<file path="src/rtl/smpl_sequencer_if.sv">
// Handshake/bus bundle between the sample sequencer, the ADC and the downstream sample register bank.
interface smpl_sequencer_if #(
  parameter int DATA_WIDTH = 12,
  parameter int N          = 14
);
  logic                  start;
  logic                  adc_valid;
  logic [DATA_WIDTH-1:0] adc_data;
  logic                  adc_start;
  logic [N-1:0]          enables;
  logic [DATA_WIDTH-1:0] out_smpl;
  logic                  busy;
  logic                  frame_done;
  logic                  err;

  modport master (
    output start, adc_valid, adc_data,
    input  adc_start, enables, out_smpl, busy, frame_done, err
  );

  modport slave (
    input  start, adc_valid, adc_data,
    output adc_start, enables, out_smpl, busy, frame_done, err
  );
endinterface

</file>
<file path="src/rtl/smpl_sequencer.sv">
// Frame sequencer: converts N ADC samples per frame and strobes each into a one-hot slot of a register bank.
// Optional WAIT timeout with sticky err is enabled by defining SMPL_SEQ_TIMEOUT_EN.
//
//   state     | meaning
//   ST_IDLE   | no frame; waiting for start
//   ST_CONV   | one-cycle adc_start pulse for the current slot
//   ST_WAIT   | waiting for adc_valid (or timeout)
//   ST_WRITE  | one-hot enable for the current slot, out_smpl valid
//   ST_SETTLE | SETTLE idle cycles before the next conversion
module smpl_sequencer #(
  parameter int DATA_WIDTH = 12,
  parameter int N          = 14,
  parameter int SETTLE     = 4,
  parameter int TIMEOUT    = 255
) (
  input logic             clk,
  input logic             rst,
  smpl_sequencer_if.slave bus
);

  localparam int SLOT_W   = (N > 1) ? $clog2(N) : 1;
  localparam int SET_W    = (SETTLE > 0) ? $clog2(SETTLE + 1) : 1;
  localparam int SET_LD_I = (SETTLE > 0) ? SETTLE - 1 : 0;
  localparam logic [SLOT_W-1:0] SLOT_LAST = SLOT_W'(N - 1);
  localparam logic [SET_W-1:0]  SET_LD    = SET_W'(SET_LD_I);
  localparam logic [N-1:0]      EN_ONE    = N'(1);

  if (N < 1 || DATA_WIDTH < 1 || SETTLE < 0 || TIMEOUT < 1) begin : g_param_check
    $error("smpl_sequencer: invalid parameter value");
  end

  typedef enum logic [2:0] {
    ST_IDLE,
    ST_CONV,
    ST_WAIT,
    ST_WRITE,
    ST_SETTLE
  } state_t;

  state_t                r_state;
  state_t                w_state_nxt;
  logic [SLOT_W-1:0]     r_slot;
  logic [SET_W-1:0]      r_set_cnt;
  logic                  r_adc_start;
  logic [N-1:0]          r_enables;
  logic [DATA_WIDTH-1:0] r_out_smpl;
  logic                  r_busy;
  logic                  r_frame_done;
  logic                  w_tmo_hit;
  logic                  w_tmo_fire;

  always_comb begin
    w_state_nxt = r_state;
    w_tmo_fire  = 1'b0;
    case (r_state)
      ST_IDLE: begin
        if (bus.start) w_state_nxt = ST_CONV;
      end
      ST_CONV: begin
        w_state_nxt = ST_WAIT;
      end
      ST_WAIT: begin
        if (bus.adc_valid) begin
          w_state_nxt = ST_WRITE;
        end else if (w_tmo_hit) begin
          w_state_nxt = ST_WRITE;
          w_tmo_fire  = 1'b1;
        end
      end
      ST_WRITE: begin
        if (r_slot == SLOT_LAST) w_state_nxt = ST_IDLE;
        else if (SETTLE > 0)     w_state_nxt = ST_SETTLE;
        else                     w_state_nxt = ST_CONV;
      end
      ST_SETTLE: begin
        if (r_set_cnt == '0) w_state_nxt = ST_CONV;
      end
      default: w_state_nxt = ST_IDLE;
    endcase
  end

  // Outputs are registered from the next state so they line up with the state they describe.
  always_ff @(posedge clk or posedge rst) begin
    if (rst) begin
      r_state      <= ST_IDLE;
      r_slot       <= '0;
      r_set_cnt    <= '0;
      r_adc_start  <= 1'b0;
      r_enables    <= '0;
      r_out_smpl   <= '0;
      r_busy       <= 1'b0;
      r_frame_done <= 1'b0;
    end else begin
      r_state      <= w_state_nxt;
      r_adc_start  <= (w_state_nxt == ST_CONV);
      r_busy       <= (w_state_nxt != ST_IDLE);
      r_enables    <= (w_state_nxt == ST_WRITE) ? (EN_ONE << r_slot) : '0;
      r_frame_done <= (w_state_nxt == ST_WRITE) && (r_slot == SLOT_LAST);

      if (r_state == ST_IDLE && w_state_nxt == ST_CONV)
        r_slot <= '0;
      else if (r_state == ST_WRITE && r_slot != SLOT_LAST)
        r_slot <= r_slot + 1'b1;

      if (r_state == ST_WAIT && bus.adc_valid)
        r_out_smpl <= bus.adc_data;
      else if (w_tmo_fire)
        r_out_smpl <= '1;

      if (r_state == ST_WRITE && w_state_nxt == ST_SETTLE)
        r_set_cnt <= SET_LD;
      else if (r_state == ST_SETTLE && r_set_cnt != '0)
        r_set_cnt <= r_set_cnt - 1'b1;
    end
  end

`ifdef SMPL_SEQ_TIMEOUT_EN
  localparam int TMO_W    = $clog2(TIMEOUT + 1);
  localparam int TMO_LD_I = TIMEOUT - 1;
  localparam logic [TMO_W-1:0] TMO_LD = TMO_W'(TMO_LD_I);

  logic [TMO_W-1:0] r_tmo_cnt;
  logic             r_err;

  assign w_tmo_hit = (r_tmo_cnt == '0);

  always_ff @(posedge clk or posedge rst) begin
    if (rst) begin
      r_tmo_cnt <= '0;
      r_err     <= 1'b0;
    end else begin
      if (r_state == ST_CONV)
        r_tmo_cnt <= TMO_LD;
      else if (r_state == ST_WAIT && !w_tmo_hit)
        r_tmo_cnt <= r_tmo_cnt - 1'b1;
      if (w_tmo_fire)
        r_err <= 1'b1;
    end
  end

  assign bus.err = r_err;
`else
  assign w_tmo_hit = 1'b0;
  assign bus.err   = 1'b0;
`endif

  assign bus.adc_start  = r_adc_start;
  assign bus.enables    = r_enables;
  assign bus.out_smpl   = r_out_smpl;
  assign bus.busy       = r_busy;
  assign bus.frame_done = r_frame_done;

endmodule

</file>
<file path="src/flat_wrapper.sv">
// flat-port wrapper written by rule: the top's interface ports become plain ports
module smpl_sequencer_flat 
#(
  parameter int DATA_WIDTH = 12,
  parameter int N          = 14,
  parameter int SETTLE     = 4,
  parameter int TIMEOUT    = 255
)
  (clk, rst, bus_start, bus_adc_valid, bus_adc_data, bus_adc_start, bus_enables, bus_out_smpl, bus_busy, bus_frame_done, bus_err);
  smpl_sequencer_if #(.DATA_WIDTH(DATA_WIDTH), .N(N)) bus_i ();
  input logic clk;
  input logic rst;
  input wire logic [$bits(bus_i.start)-1:0] bus_start;
  input wire logic [$bits(bus_i.adc_valid)-1:0] bus_adc_valid;
  input wire logic [$bits(bus_i.adc_data)-1:0] bus_adc_data;
  output wire logic [$bits(bus_i.adc_start)-1:0] bus_adc_start;
  output wire logic [$bits(bus_i.enables)-1:0] bus_enables;
  output wire logic [$bits(bus_i.out_smpl)-1:0] bus_out_smpl;
  output wire logic [$bits(bus_i.busy)-1:0] bus_busy;
  output wire logic [$bits(bus_i.frame_done)-1:0] bus_frame_done;
  output wire logic [$bits(bus_i.err)-1:0] bus_err;
  assign bus_i.start = bus_start;
  assign bus_i.adc_valid = bus_adc_valid;
  assign bus_i.adc_data = bus_adc_data;
  assign bus_adc_start = bus_i.adc_start;
  assign bus_enables = bus_i.enables;
  assign bus_out_smpl = bus_i.out_smpl;
  assign bus_busy = bus_i.busy;
  assign bus_frame_done = bus_i.frame_done;
  assign bus_err = bus_i.err;
  smpl_sequencer #(.DATA_WIDTH(DATA_WIDTH), .N(N), .SETTLE(SETTLE), .TIMEOUT(TIMEOUT)) u_core (.clk(clk), .rst(rst), .bus(bus_i));
endmodule
</file>
<file path="config.mk">
export PLATFORM = sky130hd
export DESIGN_NAME = smpl_sequencer_flat
export DESIGN_NICKNAME = d
export VERILOG_FILES = /design/src/rtl/smpl_sequencer_if.sv /design/src/rtl/smpl_sequencer.sv /design/src/flat_wrapper.sv
export SDC_FILE = /design/constraint.sdc
export NUM_CORES = 1
export LEC_CHECK = 0
export ABC_AREA = 1
export BUFFER_PORTS_ARGS = -buffer_cell sky130_fd_sc_hd__buf_4
export CAP_MARGIN = 20
export CORE_ASPECT_RATIO = 0.9
export CORE_MARGIN = 2
export CORE_UTILIZATION = 27
export CTS_CLUSTER_SIZE = 24
export DETAILED_ROUTE_END_ITERATION = 10
export GPL_TIMING_DRIVEN = 0
export PLACE_DENSITY = 0.57
export REMOVE_ABC_BUFFERS = 1
export SYNTH_ARGS = -nofsm -noshare
export SYNTH_HDL_FRONTEND = slang
export SYNTH_SLANG_ARGS = --single-unit
export TNS_END_PERCENT = 50
</file>
<file path="constraint.sdc">
create_clock -name clk -period 1.8 [get_ports clk]
set_input_delay 0.18 -clock clk [delete_from_list [all_inputs] [get_ports clk]]
set_output_delay 0.18 -clock clk [all_outputs]
set_load 0.01 [all_outputs]
</file>
==> key figures <==
Synthesis
  • Mapped cell area: 0.001627 sq mm
  • Syn. warnings: 0
  • Synth area leaders: dfrtp_1 60%, nand2_1 13%, ha_1 6.2%
  • Syn_area_per_cell: 9.295 sq um
  • Post-Synth Simple-Gate Area: 0.2700
  • Post-synth top area share: 0.6000
  • Synth unique cells: 19
  • Area leader, netlist: dfrtp_1
  • Cells after Synth: 175
  • Post-synthesis compound-gate area fraction: 0.006154
  • Post-Synth XOR/XNOR Area: 0.005385
  • Seq/Total Area, Yosys: 0.6000
  • Post-Synth Adder-Cell Area: 0.06154
  • Flops & latches, synth: 39
  • Largest family of logic cells by synthesized area: simple AND/OR/NAND/NOR gates
  • Mux cell area share after synthesis: 0

Global route
  • Initial antenna violation count: 0
  • Met2 usage: 0.1578
  • Largest net degree at the start of global routing: 40
  • Vias in the first global route: 1189
  • Overall Global Routing Usage: 0.1043
  • First-pass GRT wire length: 5464 microns
  • Global Route met1 Usage: 0.1380
  • Total gr overflow: 0
  • GRT Max-Usage Layer: met2
  • M3 GR Usage: 0.03617

Power
  • Lkg Pwr: 0.001170 uW
  • Total power draw: 3027 uW
  • Combinational group share of total power: 0.335
  • Sw frac: 0.3444
  • Clock network power share: 0.246
  • Sequential share of power: 0.419
  • Worst VDD drop: 0.0005699 V
  • Int Power: 1985 uW
  • Power Dens Cells: 1419 mW/mm^2
  • NetSw: 1042 uW

STA
  • Final hold slack: 55.46 ps
  • Fin Clk Skew: 4.539 ps
  • Period Utilization, post-route: 0.8486
  • Final Worst Setup Slack: 272.5 ps
  • RSZ-0062 raised after global routing: no
  • Slew margin rel.: 0.4616
  • Crit path time final: 1527 ps
  • Setup violators final: 0
  • Fmax: 0.6547 GHz
  • Final hold vios: 0
  • Setup_tns: 0 ps
  • Final Max Tran Viols: 0
  • Slew @ Worst Pin: 806.4 ps

Clock network
  • CTS resizes: 0
  • CTS H-tree depth: 2
  • Root Driver: clkbuf_8
  • Reg clk slew, reported paths: 80 ps
  • Clk_lat worst skew: 290 ps
  • CTS Hold Bufs: 0
  • CTS Buf Count: 5
  • Post-CTS Repair Setup Buffers: 0
  • CTS tree: built
  • Worst-case clock buffer depth: 2
  • Clock sinks: 39

Setup path
  • Worst-path fanout max: 10
  • Crit start category: flop
  • Critical Path AT: 1700 ps
  • Type of the worst setup path: reg2reg
  • Worst setup EP type: flop
  • WP data required: 1970 ps

Place
  • Dpl ws: 289.3 ps
  • I/O Buffers: 44
  • Final Wtd Congestion: 0.7350
  • Inst Count DP: 285
  • HPWL after DPL: 2197 microns

Cells and area
  • Commonest cells after routing, fill and taps aside: 58 x nand2_1, 44 x buf_4, 39 x dfrtp_1
  • Fill count: 611
  • Syn-to-layout area delta: 31.15%
  • Share of layout cells above drive strength 1: 0.2825
  • Fin cells: 293
  • Commonest non-fill, non-tap cell in the layout: nand2_1
  • Inserted Diodes: 0
  • Total Nets Final: 246

Drt
  • DRT iter0 DRCs: 61
  • Total Routed Length: 3128 microns
  • First-pass DRT Iterations: 8
  • DRC viols: 6
  • Vias per cell: 4.212
  • Vias post-DR: 1234
  • Post-route ant nets: 0
  • Post-DR wirelength/cell: 10.68 microns

Run
  • Maximum Capacitance Violations: 0

Die
  • Die Y: 77.64 microns
  • Starting Density: 0.2825
  • FP Rows: 26
  • Core Box Area: 0.005758 sq mm
  • Die area: 0.006662 sq mm
  • IO Count: 46
  • Die Wd: 85.82 microns

Hold path
  • Hold Path Class: in2async

Status
  • Status: complete, but fails checks
  • Failing checks: design-rule violations
## worst max-delay path, cell delays in order, from the launching register on
cell     delay (ps)
dfrtp_1         440
inv_1           100
ha_1            200
nand3_1         170
nand3_2         230
nand2_2         120
nor2_1          100
nand2_1          60
## area by class of cell
type / instances / area [sq um] / share of cell area
Sequential cell: 39 / 975.9 / 0.4575
Multi-Input combinational cell: 116 / 561.8 / 0.2633
Timing Repair Buffer: 44 / 330.3 / 0.1548
Tap cell: 70 / 87.58 / 0.04106
Clock buffer: 6 / 82.58 / 0.03871
Inverter: 16 / 60.06 / 0.02815
Clock inverter: 2 / 35.03 / 0.01642
## state kept, by name, summed over array words and instances, names as in the netlist
register / flops
u_core.bus.adc_start: 1
u_core.bus.busy: 1
u_core.bus.enables: 14
u_core.bus.frame_done: 1
u_core.bus.out_smpl: 12
u_core.r_set_cnt: 3
u_core.r_slot: 4
u_core.r_state: 3
## metrics by stage
step	instance area [sq um]	util
6_report	2133	0.3705
2_1_floorplan	1598	-
5_1_grt	2133	0.3705
4_1_cts	2133	0.3705
3_3_place_gp	2016	0.3501
3_5_place_dp	2016	0.3501
## kinds of logic after synthesis
| logic type | count (synthesis) |
|---|---|
| AND/OR/NAND/NOR | 104 |
| flip-flops | 39 |
| buffers and inverters | 20 |
| adder cells (fa/ha/maj) | 8 |
| AO/OA/AOI/OAI | 2 |
| XOR/XNOR | 1 |
| other | 1 |
## cell usage after synthesis, drive strengths merged
library cell and number:
dfrtp 39, o21ai 2, nand4 2, nand2 62, buf 4, inv 16
conb 1, nor3 1, ha 8, nor2 25, xor2 1, nand3 14
## worst paths after layout
path                                    startpoint  slack, ps                       to  cells after the start
setup / recovery                  u_core.r_slot[1]        270          u_core.bus.busy                      7
hold / removal                                 rst         60   u_core.bus.out_smpl[5]                      2
setup reg to reg                  u_core.r_slot[1]        270          u_core.bus.busy                      7
hold reg to reg            u_core.bus.out_smpl[11]        480  u_core.bus.out_smpl[11]                      2
max in group asynchronous                      rst       1240        u_core.r_state[1]                      2
min in group clk                   bus_adc_data[8]         90   u_core.bus.out_smpl[8]                      3
## routing by layer
layer	part of all wire	vias up
met1	0.47	568
met3	0.079	5
li1	-	625
met2	0.44	36
met5	0	-
met4	0.012	0
## power groups by stage
stage | sequential, uW | clock (uW) | combinational (uW)
after floorplan | 1340 | 0 | 551
after global placement | 1280 | 0 | 1020
after detailed placement | 1280 | 0 | 1030
after CTS | 1270 | 779 | 1040
after global routing | 1310 | 812 | 1170
final | 1270 | 746 | 1010
(Power assumes the default switching activity.)
